## config.mk

```make
export PLATFORM = sky130hd
export DESIGN_NAME = monopix_readout_seq
export DESIGN_NICKNAME = d
export VERILOG_FILES = /design/src/rtl/monopix_pkg.sv /design/src/rtl/cdc_sync_2ff.sv /design/src/rtl/monopix_readout_seq.sv
export SDC_FILE = /design/constraint.sdc
export NUM_CORES = 1
export LEC_CHECK = 0
export CAP_MARGIN = 20
export CORE_ASPECT_RATIO = 0.5
export CORE_UTILIZATION = 57
export DETAILED_ROUTE_END_ITERATION = 10
export GPL_TIMING_DRIVEN = 0
export PLACE_DENSITY_LB_ADDON = 0.15
export SYNTH_ARGS = -nofsm -noshare
export SYNTH_HDL_FRONTEND = slang
export SYNTH_SLANG_ARGS = --single-unit
```

## constraint.sdc

```tcl
create_clock -name CLK -period 4.05 [get_ports CLK]
set_input_delay 0.81 -clock CLK [delete_from_list [all_inputs] [get_ports CLK]]
set_output_delay 0.81 -clock CLK [all_outputs]
set_load 0.02 [all_outputs]
```

## src/rtl/monopix_pkg.sv

```systemverilog
// Shared types and helpers for the Monopix column-drain readout sequencer.
package monopix_pkg;

  localparam int unsigned COL_W  = 6;
  localparam int unsigned ROW_W  = 8;
  localparam int unsigned LE_W   = 6;
  localparam int unsigned TE_W   = 6;
  localparam int unsigned HIT_W  = COL_W + ROW_W + LE_W + TE_W;
  localparam int unsigned WORD_W = 32;

  typedef enum logic [2:0] {
    ST_IDLE,
    ST_SETUP,
    ST_READ,
    ST_SHIFT,
    ST_PUSH,
    ST_WAIT_ACK,
    ST_SETTLE,
    ST_HOLD
  } state_t;

  typedef struct packed {
    logic [COL_W-1:0] col;
    logic [ROW_W-1:0] row;
    logic [LE_W-1:0]  le;
    logic [TE_W-1:0]  te;
  } hit_t;

  function automatic logic [WORD_W-1:0] pack_word(input hit_t hit);
    return {{(WORD_W - HIT_W){1'b0}}, hit.col, hit.row, hit.le, hit.te};
  endfunction

endpackage

```

## src/rtl/cdc_sync_2ff.sv

```systemverilog
// Two-flop synchroniser for a single asynchronous chip pin.
module cdc_sync_2ff (
  input  logic clk,
  input  logic rst,
  input  logic d,
  output logic q
);

  logic meta;

  always_ff @(posedge clk) begin
    if (rst) begin
      meta <= 1'b0;
      q    <= 1'b0;
    end else begin
      meta <= d;
      q    <= meta;
    end
  end

endmodule

```

## src/rtl/monopix_readout_seq.sv

```systemverilog
// Token-driven FREEZE/READ/CLK_OUT sequencer that deserialises each chip hit
// into one 32-bit word on a valid/ready stream.
module monopix_readout_seq
  import monopix_pkg::*;
#(
  parameter int unsigned DATA_BITS    = 26,
  parameter int unsigned FREEZE_SETUP = 4,
  parameter int unsigned READ_HIGH    = 2,
  parameter int unsigned TOKEN_SETTLE = 6,
  parameter int unsigned FREEZE_HOLD  = 2
) (
  input  logic        CLK,
  input  logic        RST,
  input  logic        ENABLE,
  input  logic        TOKEN,
  input  logic        DATA,
  output logic        FREEZE,
  output logic        READ,
  output logic        CLK_OUT,
  output logic [31:0] WORD_DATA,
  output logic        WORD_VALID,
  input  logic        WORD_READY,
  output logic        BUSY,
  output logic [15:0] HIT_COUNT
);

  localparam int unsigned SHIFT_LEN = 2 * DATA_BITS + 2;
  localparam int unsigned CNT_W =
    $clog2(SHIFT_LEN + FREEZE_SETUP + READ_HIGH + TOKEN_SETTLE + FREEZE_HOLD + 1);

  logic tok_s;
  logic data_s;

  cdc_sync_2ff u_sync_token (
    .clk (CLK),
    .rst (RST),
    .d   (TOKEN),
    .q   (tok_s)
  );

  cdc_sync_2ff u_sync_data (
    .clk (CLK),
    .rst (RST),
    .d   (DATA),
    .q   (data_s)
  );

  state_t             state_q, state_nxt;
  logic [CNT_W-1:0]   cnt_q, cnt_nxt;
  logic               freeze_q, read_q, clk_out_q, clk_out_nxt;
  logic [DATA_BITS-1:0] shreg_q;
  logic [31:0]        word_q;
  logic               valid_q;
  logic [15:0]        hit_count_q;
  logic               load_word, ack, sample_bit;

  // CLK_OUT falls on odd counts; the synchroniser delays the pin by two
  // cycles, so the matching bit is taken two counts later (3, 5, ... 53).
  assign sample_bit = (state_q == ST_SHIFT) && cnt_q[0] && (cnt_q >= CNT_W'(3));

  always_comb begin
    state_nxt   = state_q;
    cnt_nxt     = cnt_q + 1'b1;
    clk_out_nxt = 1'b0;
    load_word   = 1'b0;
    ack         = 1'b0;
    unique case (state_q)
      ST_IDLE: begin
        cnt_nxt = '0;
        if (ENABLE && tok_s) state_nxt = ST_SETUP;
      end
      ST_SETUP: begin
        if (cnt_q == CNT_W'(FREEZE_SETUP - 1)) begin
          state_nxt = ST_READ;
          cnt_nxt   = '0;
        end
      end
      ST_READ: begin
        if (cnt_q == CNT_W'(READ_HIGH - 1)) begin
          state_nxt = ST_SHIFT;
          cnt_nxt   = '0;
        end
      end
      ST_SHIFT: begin
        if (cnt_q < CNT_W'(2 * DATA_BITS)) clk_out_nxt = ~clk_out_q;
        if (cnt_q == CNT_W'(SHIFT_LEN - 1)) begin
          state_nxt = ST_PUSH;
          cnt_nxt   = '0;
        end
      end
      ST_PUSH: begin
        cnt_nxt   = '0;
        load_word = 1'b1;
        state_nxt = ST_WAIT_ACK;
      end
      ST_WAIT_ACK: begin
        cnt_nxt = '0;
        if (WORD_READY) begin
          ack       = 1'b1;
          state_nxt = ST_SETTLE;
        end
      end
      ST_SETTLE: begin
        if (cnt_q == CNT_W'(TOKEN_SETTLE - 1)) begin
          cnt_nxt   = '0;
          state_nxt = (tok_s && ENABLE) ? ST_READ : ST_HOLD;
        end
      end
      ST_HOLD: begin
        if (cnt_q == CNT_W'(FREEZE_HOLD - 1)) begin
          cnt_nxt   = '0;
          state_nxt = ST_IDLE;
        end
      end
      default: begin
        cnt_nxt   = '0;
        state_nxt = ST_IDLE;
      end
    endcase
  end

  // Pin outputs are registered from the next state so the chip never sees
  // decode glitches.
  always_ff @(posedge CLK) begin
    if (RST) begin
      state_q   <= ST_IDLE;
      cnt_q     <= '0;
      freeze_q  <= 1'b0;
      read_q    <= 1'b0;
      clk_out_q <= 1'b0;
    end else begin
      state_q   <= state_nxt;
      cnt_q     <= cnt_nxt;
      freeze_q  <= (state_nxt != ST_IDLE);
      read_q    <= (state_nxt == ST_READ);
      clk_out_q <= clk_out_nxt;
    end
  end

  always_ff @(posedge CLK) begin
    if (RST) begin
      shreg_q     <= '0;
      word_q      <= '0;
      valid_q     <= 1'b0;
      hit_count_q <= '0;
    end else begin
      if (state_q == ST_READ) shreg_q <= '0;
      else if (sample_bit) shreg_q <= {shreg_q[DATA_BITS-2:0], data_s};
      if (load_word) begin
        word_q  <= pack_word(hit_t'(shreg_q));
        valid_q <= 1'b1;
      end
      if (ack) begin
        valid_q <= 1'b0;
        if (hit_count_q != '1) hit_count_q <= hit_count_q + 1'b1;
      end
    end
  end

  assign FREEZE     = freeze_q;
  assign READ       = read_q;
  assign CLK_OUT    = clk_out_q;
  assign WORD_DATA  = word_q;
  assign WORD_VALID = valid_q;
  assign BUSY       = (state_q != ST_IDLE);
  assign HIT_COUNT  = hit_count_q;

endmodule

```

==> reports/qor.yml, run 1 <==
outcome:
  status: "complete, no violations"
critical_path:
  critPathKind: "register to output pin"
  cp_num_buf_inv: 3
  cp.arrival_ns: 1.74
  timing.rr.end: "cnt_q[2]"
  crit_chain: "buf_4, nor3_1, inv_1, clkdlybuf4s50_1"
  critPathMaxFanout: 10
  cp.required_ns: 3.24
  reg2reg_slack_ns: 2.00
  reg2reg_depth: 6
  max_stage_delay_ns: 0.54
  worst-path-stages: 4
  crit_family: "buffers and inverters"
  startpoint_type: "register"
  crit_path_top_delay_cell: "clkdlybuf4s50_1"
  worstReg2RegStart: "cnt_q[0]"
  cp-end-kind: "output pin"
global_route:
  grt_pass1_wl_mm: 12.4
  grt-ovfl-total: 0
  grt_max_degree: 15
  grt_pass1_vias: 2684
  gr-usage-all-layers_pct: 24.1
  antenna_found_initial: 0
clock_network:
  clock_latency_ns: 0.34
  tritoncts: "yes"
  cts_setup_buffers: 0
  cts_hold_buf: 0
  path_clk_slew_ns: 0.06
  cts_max_level: 3
  cts_resized: 0
  cts-root-buf: "clkbuf_16"
  numCtsBuffers: 9
  clockBufferDepth: 2
  numClockSinks: 86
floorplan:
  fp.coreArea_mm2: 0.00611
  die_w_um: 115
  die_area_mm2: 0.00671
  io-pin-count: 59
  fp.dieH_um: 58.4
  start_util_pct: 59.4
  row_count: 20
power:
  p_per_area_mw_per_mm2: 412
  peakVddDrop_mv: 0.285
  p_leak_nw: 1.59
hold_path:
  min_to: "CLK_OUT"
  hold_class: "register to register"
  hp-start: "CLK_OUT"
  whs_path_depth: 1
place:
  placed_area_mm2: 0.00427
  post-dp-hpwl_mm: 4.97
  gp_congestion: 0.899
  numPortBuffers: 51
logic_synthesis:
  synth.distinct_cells: 59
  synthCells: 428
  syn-cell-area_mm2: 0.00363
  synth_top_flop_cell: "dfxtp_1"
  synth_area_per_cell_um2: 8.48
  ys_ff_latch: 86
  seq_area_frac_synth_pct: 47.4
  yosysTopAreaCell: "dfxtp_1"
  synth_top_area_share_pct: 47.4
  yosys_warnings: 0
  synth-edff-count: 0
  synthTopCellsByArea: "dfxtp_1 (47%), nand2_1 (12%), a21oi_1 (7.3%), xor2_1 (2.9%), nor2_1 (2.4%)"
  async_reset_ff_share_pct: 0
sta:
  hold_viol: 0
  worst_slew_pin_slew_ns: 0.659
  min_period_ns: 2.55
  slew_headroom_pct: 55.9
  slew_viol_final: 0
  max_freq_mhz: 392
  period_share_pct: 63.1
  whs_ns: 0.422
  setup_violations: 0
  skew_ns: 0.00427
  finalSetupTns_ns: 0
  grt_setup_unrepaired: "false"
routing:
  via_per_inst: 5.24
  vias: 3083
  wl_mm: 7.51
  wl_per_cell_um: 12.8
  drt-pass1-iter-count: 5
  drtIter0Drc: 192
  antenna_left: 0
  drc_errors: 0
final_layout:
  areaGrowthSynthToFinish_pct: 25.6
  n_antenna_cell: 0
  nets: 504
  design_area_mm2: 0.00456
  layout-drive-gt1-share_pct: 10.8
flow_run:
  drv_cap: 0
## worst reg2reg max path: stages (launching register included)
cell and delay (ns):
dfxtp_1 0.47, ha_1 0.19, nor3b_4 0.32, nand2_1 0.09, a22o_1 0.24, a21oi_1 0.48
nor4_1 0.13
## synthesized netlist by cell type, drive strengths merged (2+ instances only)
library cell / n
or2: 2
a21oi: 57
dfxtp: 86
inv: 5
a311o: 2
and3: 6
xor2: 12
nor3: 12
nand4: 2
a41oi: 2
clkbuf: 11
xnor2: 5
nand2: 115
a31oi: 2
o21ai: 7
buf: 20
ha: 3
and2: 2
o211ai: 9
or3: 4
nand3: 8
and4b: 2
and4: 3
nor2: 23
nor4: 5
nor2b: 4
## registers in the layout, indices dropped and copies added (netlist names), 3 cells and up
signal     flops
WORD_DATA     26
shreg_q       26
HIT_COUNT     16
cnt_q          7
state_q        3
## cells in the final DEF, fill, tap and decap left out, types with 6 or more instances in the layout
cell type        count
a21oi_1             53
and3_1               6
buf_4                8
clkbuf_1            10
clkbuf_16            9
clkdlybuf4s50_1     51
conb_1               6
dfxtp_1             86
nand2_1            115
nand3_1              7
nor2_1              23
nor3_1              10
o211ai_1             9
o21ai_0              6
xor2_1              12
## metal layers
metal  vias up  GRT usage (%)  share of wire, %
li1       1584              -                 -
met1      1422           29.3                48
met2        68           40.3                46
met3         9           8.34               4.4
met4         0           8.91               1.4
met5         -              0                 0
## metrics by stage
stage / worst slack, ns / total power [mW] / cells / util [%]
5_1_grt: 1.39 / 1.95 / 588 / 74.7
2_1_floorplan: 1.99 / 1.03 / 433 / -
3_5_place_dp: 1.49 / 1.08 / 572 / 69.9
6_report: 1.50 / 1.88 / 588 / 74.7
3_3_place_gp: 1.53 / 1.08 / 572 / 69.9
4_1_cts: 1.49 / 1.89 / 588 / 74.7
## worst max-delay path by stage
stage	to	startpoint
after floorplan	shreg_q[10]	RST
after global placement	HIT_COUNT[15]	WORD_READY
after detailed placement	HIT_COUNT[15]	WORD_READY
after CTS	BUSY	state_q[2]
after global routing	BUSY	state_q[2]
final	BUSY	state_q[2]
## kinds of logic after synthesis
group           Yosys count  synth area share [%]
compound gates           88                  15.3
xor+xnor                 17                  4.10
fa+ha+maj                 3                  1.03
buf+inv                  38                  6.55
flops                    86                  47.4
mux                       1                 0.276
other cells               1                 0.103
simple gates            194                  25.2
## power by group
group / internal (mW) / total [mW] / switching, mW
logic: 0.0751 / 0.200 / 0.125
registers: 0.860 / 0.869 / 0.00930
clock network: 0.479 / 0.811 / 0.332
total: 1.41 / 1.88 / 0.466
## layout make-up
class | count | area (µm²)
clock buffers | 11 | 233
fillers | 485 | 1550
multi-input cells | 309 | 1690
clock inverters | 5 | 58.8
well taps | 88 | 110
flip-flops and latches | 86 | 1720
plain buffers | 32 | 215
inverters | 6 | 22.5
repair buffers | 51 | 510
No activity file was read; power rests on OpenSTA's default activity.
==> run 2: changes to the inputs <==
--- a/config.mk
+++ b/config.mk
@@ -7,7 +7,7 @@
 export LEC_CHECK = 0
 export CAP_MARGIN = 20
 export CORE_ASPECT_RATIO = 0.5
-export CORE_UTILIZATION = 57
+export CORE_UTILIZATION = 53
 export DETAILED_ROUTE_END_ITERATION = 10
 export GPL_TIMING_DRIVEN = 0
 export PLACE_DENSITY_LB_ADDON = 0.15
==> constraint.sdc (replaced) <==
create_clock -name CLK -period 2.5 [get_ports CLK]
set_input_delay 0.5 -clock CLK [delete_from_list [all_inputs] [get_ports CLK]]
set_output_delay 0.5 -clock CLK [all_outputs]
set_load 0.02 [all_outputs]
==> reports/qor.yml, run 2 (same netlist as run 1, synthesis figures left out) <==
critical_path:
  cp-end-kind: "output pin"
  critical_path.startpoint: "state_q[2]"
  startpoint_type: "register"
  cp.arrival_ns: 1.76
  cp.required_ns: 2.00
  worstReg2RegStart: "cnt_q[0]"
  reg2reg_depth: 6
  critPathKind: "register to output pin"
  critPathMaxFanout: 10
hold_path:
  hp-start: "CLK_OUT"
  hold_class: "register to register"
  whs_path_depth: 1
clock_network:
  cts-root-buf: "clkbuf_16"
  cts_hold_buf: 0
  tritoncts: "yes"
  cts_setup_buffers: 0
  cts_resized: 0
  numClockSinks: 86
  cts_max_level: 3
  clock_latency_ns: 0.34
  numCtsBuffers: 9
  clockBufferDepth: 2
  path_clk_slew_ns: 0.06
global_route:
  grt-ovfl-total: 0
  gr-usage-all-layers_pct: 22.7
  grt_pass1_wl_mm: 12.5
  antenna_found_initial: 0
  grt_pass1_vias: 2819
  grt_max_degree: 15
final_layout:
  layout-drive-gt1-share_pct: 10.8
  n_antenna_cell: 0
  layout_commonest_cell: "nand2_1"
  areaGrowthSynthToFinish_pct: 26.3
  design_area_mm2: 0.00458
  nets: 504
  final_core_utilization_pct: 72.4
  final_cell_mix: "nand2_1 (115), dfxtp_1 (86), a21oi_1 (53)"
  fillers: 521
floorplan:
  io-pin-count: 59
  fp.coreArea_mm2: 0.00633
  row_count: 20
  die_w_um: 119
  start_util_pct: 57.3
  fp.dieH_um: 60.5
  die_area_mm2: 0.00720
routing:
  drc_errors: 0
  wl_mm: 7.76
  drtIter0Drc: 172
  wl_per_cell_um: 13.2
  drt-pass1-iter-count: 5
  vias: 3113
  via_per_inst: 5.29
  antenna_left: 0
sta:
  min_period_ns: 2.26
  grt_setup_unrepaired: "false"
  slew_viol_final: 0
  max_freq_mhz: 443
  period_share_pct: 90.3
  worst_slew_pin_slew_ns: 0.672
  whs_ns: 0.422
  slew_headroom_pct: 55.1
  skew_ns: 0.00689
  finalSetupTns_ns: 0
  hold_viol: 0
  setup_violations: 0
power:
  peakVddDrop_mv: 0.454
  p_per_area_mw_per_mm2: 684
  p_leak_nw: 1.60
flow_run:
  drv_cap: 0
outcome:
  status: "complete, no violations"
place:
  post-dp-hpwl_mm: 5.21
  placed_area_mm2: 0.00427
  gp_congestion: 0.896
  numPortBuffers: 51
-- run 2: changes by cell type in the layout (fill, tap and decap cells not counted) --
cell,delta
clkinvlp_4,-1
bufinv_16,+1
-- run 2: routing by layer --
metal	global-route usage [%]	wire, µm	part of all wire, %
met1	27.4	3740	48
met4	10.3	103	1.3
met3	6.95	357	4.6
met5	0	0	0
met2	38.5	3560	46
-- run 2: power by group --
part           switching, mW  total, mW  internal, mW
clock                  0.521       1.40         0.877
sequential            0.0150       1.41          1.39
combinational          0.208      0.329         0.122
-- run 2: metrics by stage --
step | power, mW | std cells | setup slack, ns
after global routing | 3.25 | 588 | 0.126
final | 3.14 | 588 | 0.244
after floorplan | 1.66 | 433 | 0.745
after global placement | 1.76 | 572 | 0.254
after detailed placement | 1.76 | 572 | 0.216
after CTS | 3.16 | 588 | 0.240
-- run 2: worst paths after layout --
kind,end,slack (ns)
min,CLK_OUT,0.42
min reg2reg,CLK_OUT,0.42
max,BUSY,0.24
max reg2reg,cnt_q[2],0.39
-- run 2: critical path: stages (launching register included) --
cell and delay (ns):
dfxtp_1 0.34, buf_4 0.17, nor3_1 0.25, inv_1 0.11, clkdlybuf4s50_1 0.55
-- run 2: layout make-up --
cell class,count,area [µm²],share of cell area (%)
Inverter,6,22.5,0.491
Clock inverter,5,81.3,1.77
Buffer,32,215,4.70
Tap cell,88,110,2.40
Timing Repair Buffer,51,510,11.1
Multi-Input combinational cell,309,1690,36.9
Clock buffer,11,233,5.08
Sequential cell,86,1720,37.6
